==> src/rtl/multicycle_pkg.sv <==
// Shared encodings for the multicycle RV32 control unit: FSM states, opcodes,
// ALU control codes and datapath select codes.
package multicycle_pkg;

  typedef enum logic [3:0] {
    S_FETCH    = 4'd0,
    S_DECODE   = 4'd1,
    S_MEMADR   = 4'd2,
    S_MEMREAD  = 4'd3,
    S_MEMWB    = 4'd4,
    S_MEMWRITE = 4'd5,
    S_EXECUTE  = 4'd6,
    S_RTYPE_WB = 4'd7,
    S_BRANCH   = 4'd8,
    S_ADDI_EX  = 4'd9,
    S_HALT     = 4'd10
  } state_t;

  typedef enum logic [1:0] {
    ALUOP_ADD   = 2'b00,
    ALUOP_SUB   = 2'b01,
    ALUOP_FUNCT = 2'b10
  } aluop_t;

  localparam logic [6:0] OP_LW    = 7'b0000011;
  localparam logic [6:0] OP_SW    = 7'b0100011;
  localparam logic [6:0] OP_RTYPE = 7'b0110011;
  localparam logic [6:0] OP_ADDI  = 7'b0010011;
  localparam logic [6:0] OP_BEQ   = 7'b1100011;

  localparam logic [2:0] F3_ADD  = 3'b000;
  localparam logic [2:0] F3_LWSW = 3'b010;
  localparam logic [2:0] F3_OR   = 3'b110;
  localparam logic [2:0] F3_AND  = 3'b111;

  localparam logic [3:0] ALU_AND = 4'b0000;
  localparam logic [3:0] ALU_OR  = 4'b0001;
  localparam logic [3:0] ALU_ADD = 4'b0010;
  localparam logic [3:0] ALU_SUB = 4'b0110;

  localparam logic [1:0] SRCB_REG  = 2'b00;
  localparam logic [1:0] SRCB_FOUR = 2'b01;
  localparam logic [1:0] SRCB_IMM  = 2'b10;

  // Unknown opcodes (including X/Z) fall through to default and halt.
  function automatic state_t decode_next(input logic [6:0] op, input logic [2:0] f3);
    state_t nxt;
    nxt = S_HALT;
    case (op)
      OP_LW, OP_SW: if (f3 == F3_LWSW) nxt = S_MEMADR;
      OP_RTYPE:     if (f3 == F3_ADD || f3 == F3_OR || f3 == F3_AND) nxt = S_EXECUTE;
      OP_ADDI:      if (f3 == F3_ADD) nxt = S_ADDI_EX;
      OP_BEQ:       if (f3 == F3_ADD) nxt = S_BRANCH;
      default:      nxt = S_HALT;
    endcase
    return nxt;
  endfunction

endpackage

==> src/rtl/alu_control.sv <==
// ALU operation decode: fixed add/sub from the FSM, or funct3/funct7b5 for R-type.
module alu_control
  import multicycle_pkg::*;
(
  input  aluop_t      alu_op,
  input  logic [2:0]  funct3,
  input  logic        funct7b5,
  output logic [3:0]  ALUControl
);

  always_comb begin
    ALUControl = ALU_ADD;
    case (alu_op)
      ALUOP_SUB: ALUControl = ALU_SUB;
      ALUOP_FUNCT: begin
        case (funct3)
          F3_ADD:  ALUControl = funct7b5 ? ALU_SUB : ALU_ADD;
          F3_AND:  ALUControl = ALU_AND;
          F3_OR:   ALUControl = ALU_OR;
          default: ALUControl = ALU_ADD;
        endcase
      end
      default: ALUControl = ALU_ADD;
    endcase
  end

endmodule

==> src/rtl/multicycle_control.sv <==
// Multicycle RV32 main control: Moore FSM driving datapath selects and enables,
// sticky halt on illegal encodings, and a retired-instruction counter.
module multicycle_control
  import multicycle_pkg::*;
#(
  parameter int unsigned CNT_W = 32
) (
  input  logic             clk,
  input  logic             reset,
  input  logic [6:0]       opcode,
  input  logic [2:0]       funct3,
  input  logic             funct7b5,
  input  logic             zero,
  output logic             PCWrite,
  output logic             IorD,
  output logic             MemRead,
  output logic             MemWrite,
  output logic             IRWrite,
  output logic             MemtoReg,
  output logic             RegWrite,
  output logic             ALUSrcA,
  output logic [1:0]       ALUSrcB,
  output logic             PCSource,
  output logic [3:0]       ALUControl,
  output logic             halted,
  output logic [3:0]       state,
  output logic [CNT_W-1:0] instr_retired
);

  state_t           state_q, state_d;
  logic             halted_q;
  logic [CNT_W-1:0] retired_q;
  logic             retire;

  logic   pcw_uncond, branch, mem_read, mem_write, ir_write, reg_write;
  aluop_t alu_op;

  always_comb begin
    state_d = state_q;
    case (state_q)
      S_FETCH:    state_d = S_DECODE;
      S_DECODE:   state_d = decode_next(opcode, funct3);
      S_MEMADR:   state_d = (opcode == OP_LW) ? S_MEMREAD : S_MEMWRITE;
      S_MEMREAD:  state_d = S_MEMWB;
      S_EXECUTE,
      S_ADDI_EX:  state_d = S_RTYPE_WB;
      S_MEMWB,
      S_MEMWRITE,
      S_RTYPE_WB,
      S_BRANCH:   state_d = S_FETCH;
      default:    state_d = S_HALT;
    endcase
  end

  assign retire = (state_q == S_MEMWB)    || (state_q == S_MEMWRITE) ||
                  (state_q == S_RTYPE_WB) || (state_q == S_BRANCH);

  always_ff @(posedge clk or posedge reset) begin
    if (reset) begin
      state_q   <= S_FETCH;
      halted_q  <= 1'b0;
      retired_q <= '0;
    end else begin
      state_q  <= state_d;
      halted_q <= halted_q | (state_d == S_HALT);
      if (retire) retired_q <= retired_q + CNT_W'(1);
    end
  end

  always_comb begin
    pcw_uncond = 1'b0;
    branch     = 1'b0;
    mem_read   = 1'b0;
    mem_write  = 1'b0;
    ir_write   = 1'b0;
    reg_write  = 1'b0;
    IorD       = 1'b0;
    MemtoReg   = 1'b0;
    ALUSrcA    = 1'b0;
    ALUSrcB    = SRCB_REG;
    PCSource   = 1'b0;
    alu_op     = ALUOP_ADD;
    case (state_q)
      S_FETCH: begin
        mem_read   = 1'b1;
        ir_write   = 1'b1;
        ALUSrcB    = SRCB_FOUR;
        pcw_uncond = 1'b1;
      end
      S_DECODE:   ALUSrcB = SRCB_IMM;
      S_MEMADR,
      S_ADDI_EX: begin
        ALUSrcA = 1'b1;
        ALUSrcB = SRCB_IMM;
      end
      S_MEMREAD: begin
        ALUSrcA  = 1'b1;
        ALUSrcB  = SRCB_IMM;
        IorD     = 1'b1;
        mem_read = 1'b1;
      end
      S_MEMWRITE: begin
        ALUSrcA   = 1'b1;
        ALUSrcB   = SRCB_IMM;
        IorD      = 1'b1;
        mem_write = 1'b1;
      end
      S_MEMWB: begin
        reg_write = 1'b1;
        MemtoReg  = 1'b1;
      end
      S_EXECUTE: begin
        ALUSrcA = 1'b1;
        alu_op  = ALUOP_FUNCT;
      end
      S_RTYPE_WB: reg_write = 1'b1;
      S_BRANCH: begin
        ALUSrcA  = 1'b1;
        alu_op   = ALUOP_SUB;
        PCSource = 1'b1;
        branch   = 1'b1;
      end
      default: ;
    endcase
  end

  // Enables are masked by the async reset so no write escapes mid-instruction.
  assign PCWrite  = ~reset & (pcw_uncond | (branch & zero));
  assign MemRead  = ~reset & mem_read;
  assign MemWrite = ~reset & mem_write;
  assign IRWrite  = ~reset & ir_write;
  assign RegWrite = ~reset & reg_write;

  alu_control u_alu_control (
    .alu_op     (alu_op),
    .funct3     (funct3),
    .funct7b5   (funct7b5),
    .ALUControl (ALUControl)
  );

  assign halted        = halted_q;
  assign state         = state_q;
  assign instr_retired = retired_q;

endmodule

==> config.mk <==
export PLATFORM = sky130hd
export DESIGN_NAME = multicycle_control
export DESIGN_NICKNAME = d
export VERILOG_FILES = /design/src/rtl/multicycle_pkg.sv /design/src/rtl/alu_control.sv /design/src/rtl/multicycle_control.sv
export SDC_FILE = /design/constraint.sdc
export NUM_CORES = 1
export LEC_CHECK = 0
export ABC_AREA = 1
export CORE_MARGIN = 2
export CORE_UTILIZATION = 49
export CTS_CLUSTER_DIAMETER = 120
export DETAILED_ROUTE_END_ITERATION = 16
export PLACE_DENSITY = 0.8
export SETUP_SLACK_MARGIN = 0.2
export SLEW_MARGIN = 20
export SYNTH_ARGS = -nofsm -noshare
export SYNTH_HDL_FRONTEND = slang
export SYNTH_HIERARCHICAL = 1
export SYNTH_SLANG_ARGS = --single-unit
==> constraint.sdc <==
create_clock -name clk -period 1.9 [get_ports clk]
set_clock_uncertainty 0.2 [all_clocks]
set_input_delay 0.38 -clock clk [delete_from_list [all_inputs] [get_ports clk]]
set_output_delay 0.38 -clock clk [all_outputs]
set_load 0.1 [all_outputs]
==> results of run 1 <==
stage by stage:
step | std cells | area (um2) | utilization | hold slack [ns] | setup TNS (ns)
after floorplan | 346 | 2730 | - | 0.360 | -7.62
after global placement | 511 | 4220 | 0.888 | 0.305 | -1.43
after detailed placement | 511 | 4220 | 0.888 | 0.311 | -2.76
after CTS | 529 | 4500 | 0.947 | 0.326 | -10.64
synth_stat cells, drive strengths merged:
cell    instances
nand2         109
and3            1
o21ai           5
xor2           13
nor2           51
nand4          11
and2            1
buf             3
dfrtp          37
inv            49
ha              3
conb            1
nor4            1
nand3b          2
nand3          29
xnor2          11
a21oi           4
o21bai          1
nor3           14
logic make-up after synthesis:
logic type / synth area share
buf+inv: 0.0875
xor+xnor: 0.0860
fa+ha+maj: 0.0154
simple gates: 0.408
flops: 0.379
other cells: 0.00153
compound gates: 0.0230
what timing repair did:
item / in CTS
buffers inserted: 10
hold endpoints to repair: 0
gates resized for setup: 28
setup endpoints to repair: 52
pin swaps: 9
==> key figures, run 1 <==
Place
  – Final GP Congestion: 0.914
  – Count of port buffers added during placement: 64
  – Post-DP HPWL: 6.66 mm
  – Setup slack at placement: -0.284 ns

Timing
  – Category of the worst endpoint: primary output
  – Worst setup endpoint GRT: ALUControl[0]

Logic synthesis
  – Count of yosys warnings during synthesis: 6
  – Syn_nets: 363
  – Number of synthesized register bits: 37
  – Number of different library cells in the post-synthesis netlist: 29
  – Area fraction of the dominant cell type after synthesis: 0.379
  – Share of synthesized area occupied by flip-flops and latches: 0.379
  – Mean Syn Cell Area: 7.07 um2
  – Biggest area consumer among synthesized cells: dfrtp_1
  – Ranking of synthesized cells by area: dfrtp_1, nand2_1, inv_1
  – Synthesized instance count: 346
  – Synthesized area: 2440 um2

Die
  – Placement Rows: 25
  – Starting utilization of the core area: 0.514
  – Horizontal extent of the die: 74.6 um
  – Vert. Die Dim: 74.6 um
  – Number of placed I/O pins: 66

Status
  – Last stage the flow got to: global routing
  – First logged error message: [ERROR DPL-0038] Utilization greater than 100%, impossible to legalize
  – Result of the run: stopped before the end

CTS
  – Root buffer cell: clkbuf_8
  – Sinks on the clock net: 37
  – Number of H-tree branching levels: 2
  – Hold buffer count at cts: 0
  – Max clock buf depth: 2
  – Clock buffer count from CTS: 5

Global route
  – Largest net degree at the start of global routing: 38
==> run 2: changes to the inputs <==
CORE_UTILIZATION = 40   (was 49)
CTS_CLUSTER_DIAMETER = not set   (was 120)
PLACE_DENSITY = not set   (was 0.8)
PLACE_DENSITY_LB_ADDON = 0.15   (was not set)
SETUP_SLACK_MARGIN = not set   (was 0.2)
==> run 2 against run 1 <==
Against the previous run:
- the flow now finishes, with violations (negative setup slack)
- area after synthesis is the same
- synthesized cell count did not move
==> key figures, run 2 <==
Final layout
  – Final design instance area without fill: 4650 um2
  – Share of post-route cells with drive strength above 1: 0.483
  – Count of filler cells inserted in the layout: 377
  – Final instance count without filler cells: 547
  – ANT cells: 0
  – Commonest non-fill, non-tap cells in the layout: nand2_1, buf_12, buf_4
  – Commonest non-fill, non-tap cell in the layout: nand2_1
  – Area occupied by multi-input gates: 1650 um2
  – Area overhead of the layout relative to synthesis: 90.3%
  – Register area: 991 um2
  – Number of flip-flops under the largest register name: 32
  – Post-layout net count: 488

Place
  – Final GP Congestion: 0.865 (-5.3%)
  – Cell count after placement: 529 (+3.5%)
  – Post-DP HPWL: 5.72 mm (-14%)
  – Total cell area at the placement stage: 4230 um2 (about the same)
  – Count of port buffers added during placement: 64 (unchanged)

Die
  – Vert. Die Dim: 82.2 um (+10%)
  – Placeable Area: 5920 um2
  – Horizontal extent of the die: 82.2 um (+10%)
  – Starting utilization of the core area: 0.413 (-0.101)
  – Die area: 6750 um2
  – Number of placed I/O pins: 66 (unchanged)
  – Placement Rows: 28 (+12%)

Status
  – Result of the run: complete, but fails checks
  – Violations in the final reports: negative setup slack

Logic synthesis
  – Number of synthesized register bits: 37 (unchanged)
  – Top FF cell, synth: dfrtp_1
  – Biggest area consumer among synthesized cells: dfrtp_1
  – Synthesized instance count: 346 (unchanged)
  – Number of different library cells in the post-synthesis netlist: 29 (unchanged)
  – Count of yosys warnings during synthesis: 6 (unchanged)
  – Share of flip-flops with an asynchronous set or reset after synthesis: 1.00 (unchanged)
  – Synthesized area: 2440 um2 (unchanged)
  – Syn_nets: 363 (unchanged)
  – Area fraction of the dominant cell type after synthesis: 0.379 (unchanged)
  – Count leader, synth: nand2_1
  – Share of synthesized area occupied by flip-flops and latches: 0.379 (unchanged)
  – Mean Syn Cell Area: 7.07 um2 (unchanged)
  – Most used standard cells in the synthesized netlist: nand2_1, inv_1, nor2_1
  – Count of flip-flops with a built-in enable after synthesis: 0 (unchanged)
  – Ranking of synthesized cells by area: dfrtp_1, nand2_1, inv_1

Route
  – Average wire per cell in the routed design: 14.7 um
  – Highest metal layer used by the detailed router: met4
  – Met2 WL: 4.32 mm
  – Number of DRC markers after the initial detailed-route iteration: 118
  – DRC viols: 0
  – Total via count in the routed design: 2725
  – Number of routed nets with antenna violations: 0
  – Met3 WL post-DR: 337 um
  – Detailed-routing iteration count for the pre-antenna-repair pass: 4
  – Detailed-route vias per instance: 4.98
  – Total wirelength of the detailed-routed design: 8.05 mm
  – Detailed-route wire length on metal 1: 3.07 mm

CTS
  – CTS tree: done
  – Clock buffer count from CTS: 5 (unchanged)
  – Max clock buf depth: 2 (unchanged)
  – Post-CTS clock slew at the launch and capture registers of the worst setup and hold paths: 0.08 ns
  – Latest clock arrival within the worst-skew pair: 0.30 ns
  – Sinks on the clock net: 37 (unchanged)
  – Root buffer cell: clkbuf_8
  – Number of H-tree branching levels: 2 (unchanged)
  – Hold buffer count at cts: 0 (unchanged)

Global route
  – Total global routing overflow: 0
  – Largest net degree at the start of global routing: 22
  – Number of antenna violations at the first check in global routing: 0
  – Vias in the first global route: 2743
  – Wire length of the first global-routing pass: 12.4 mm
  – Global-route usage over all layers: 0.240

Worst setup path
  – Slack of the worst reg-to-reg path: -0.15 ns
  – Cell at the slowest stage of the critical path: dfrtp_4
  – Cell occurring most often along the worst timing path: inv_2
  – Largest stage delay on the critical path: 0.51 ns
  – Class of the most critical setup path: register to primary output
  – Sum of buffers and inverters on the critical path: 4
  – Crit path capture type: primary output
  – Top fanout value on the critical path: 3
  – Cell family with most CP delay: flip-flops
  – Critical Path Start Type: register
  – Critical path data arrival time: 1.85 ns
  – Cell-by-cell listing of the critical path: nor2_4 > nand3_4 > inv_2 > inv_2 > ha_4 > buf_4 > a21oi_4 > buf_12
  – Req. time, crit path: 1.32 ns

Timing
  – Fin worst setup slack: -0.528 ns
  – Final max-slew violation count: 0
  – Part of the cycle the worst path needs: 1.28
  – Number of hold-slack violations in the final timing report: 0
  – Maximum clock frequency: 0.412 GHz
  – Number of setup violations in the final report: 40
  – Unrepaired setup endpoints after global routing: true
  – Minimum clock period: 2.43 ns

Power and ir drop
  – Leakage: 1.91 nW
  – Max IR drop VDD: 0.000253 V
  – Pwr/cell area: 316 nW/um2

Run
  – Max-capacitance violation count: 0

Min path
  – Worst hold path class: register to register
## run 2: cell counts after synthesis
No cell type changed its count.
## run 2: cell type report
type	count	share of cell area
multi-input combinational	257	0.355
tap	75	0.0202
sequential	37	0.213
inverter	49	0.0414
clock inverter	2	0.00296
timing repair buffer	121	0.350
clock buffer	6	0.0178
## run 2: metal layers
metal  up-vias  track usage
li1       1331            -
met1      1283        0.267
met2        86        0.448
met3        25       0.0467
met4         0       0.0900
met5         -            0
## run 2: repair_timing
item / 4_1_cts / 5_1_grt
buffers inserted: 5 / 8
resized for setup: 31 / 39
pin swaps: 8 / 11
setup endpoints to repair: 32 / 33
## run 2: logic make-up after synthesis
family | Yosys count | share of synthesized area
XOR/XNOR | 24 | 0.0860
flip-flops | 37 | 0.379
adder cells (fa/ha/maj) | 3 | 0.0154
buffers and inverters | 52 | 0.0875
AND/OR/NAND/NOR | 219 | 0.408
AO/OA/AOI/OAI | 10 | 0.0230
other | 1 | 0.00153
## run 2: power breakdown
part           switching, mW  internal, mW  total [mW]  leakage (nW)
logic                 0.0523        0.0382      0.0905          1.42
registers                  0         0.786       0.786         0.446
clock network          0.301         0.294       0.595        0.0512
total                  0.353          1.12        1.47          1.91
## run 2: path summary, 6_finish.rpt
kind | startpoint | endpoint | depth (start not counted)
max | state[1] | ALUControl[2] | 8
min | instr_retired[29] | instr_retired[29] | 1
max reg2reg | state[1] | instr_retired[20] | 10
min reg2reg | instr_retired[29] | instr_retired[29] | 1
max in group asynchronous | reset | instr_retired[0] | 4
min in group asynchronous | reset | instr_retired[13] | 4
## run 2: stage by stage
stage	TNS [ns]	util	total power, mW	setup slack (ns)	hold slack, ns
4_1_cts	-5.05	0.757	1.47	-0.462	0.330
3_3_place_gp	-1.51	0.714	0.890	-0.226	0.308
2_1_floorplan	-7.58	-	0.841	-0.801	0.358
5_1_grt	-10.01	0.786	1.53	-0.572	0.342
6_report	-7.84	0.786	1.47	-0.528	0.326
3_5_place_dp	-2.65	0.714	0.892	-0.338	0.319
No activity file was read; power rests on OpenSTA's default activity.
==> run 3: changes to the inputs <==
CAP_MARGIN = 25   (was not set)
==> results of run 3 <==
No change in the layout: final DEF, timing and power equal those of run 2.
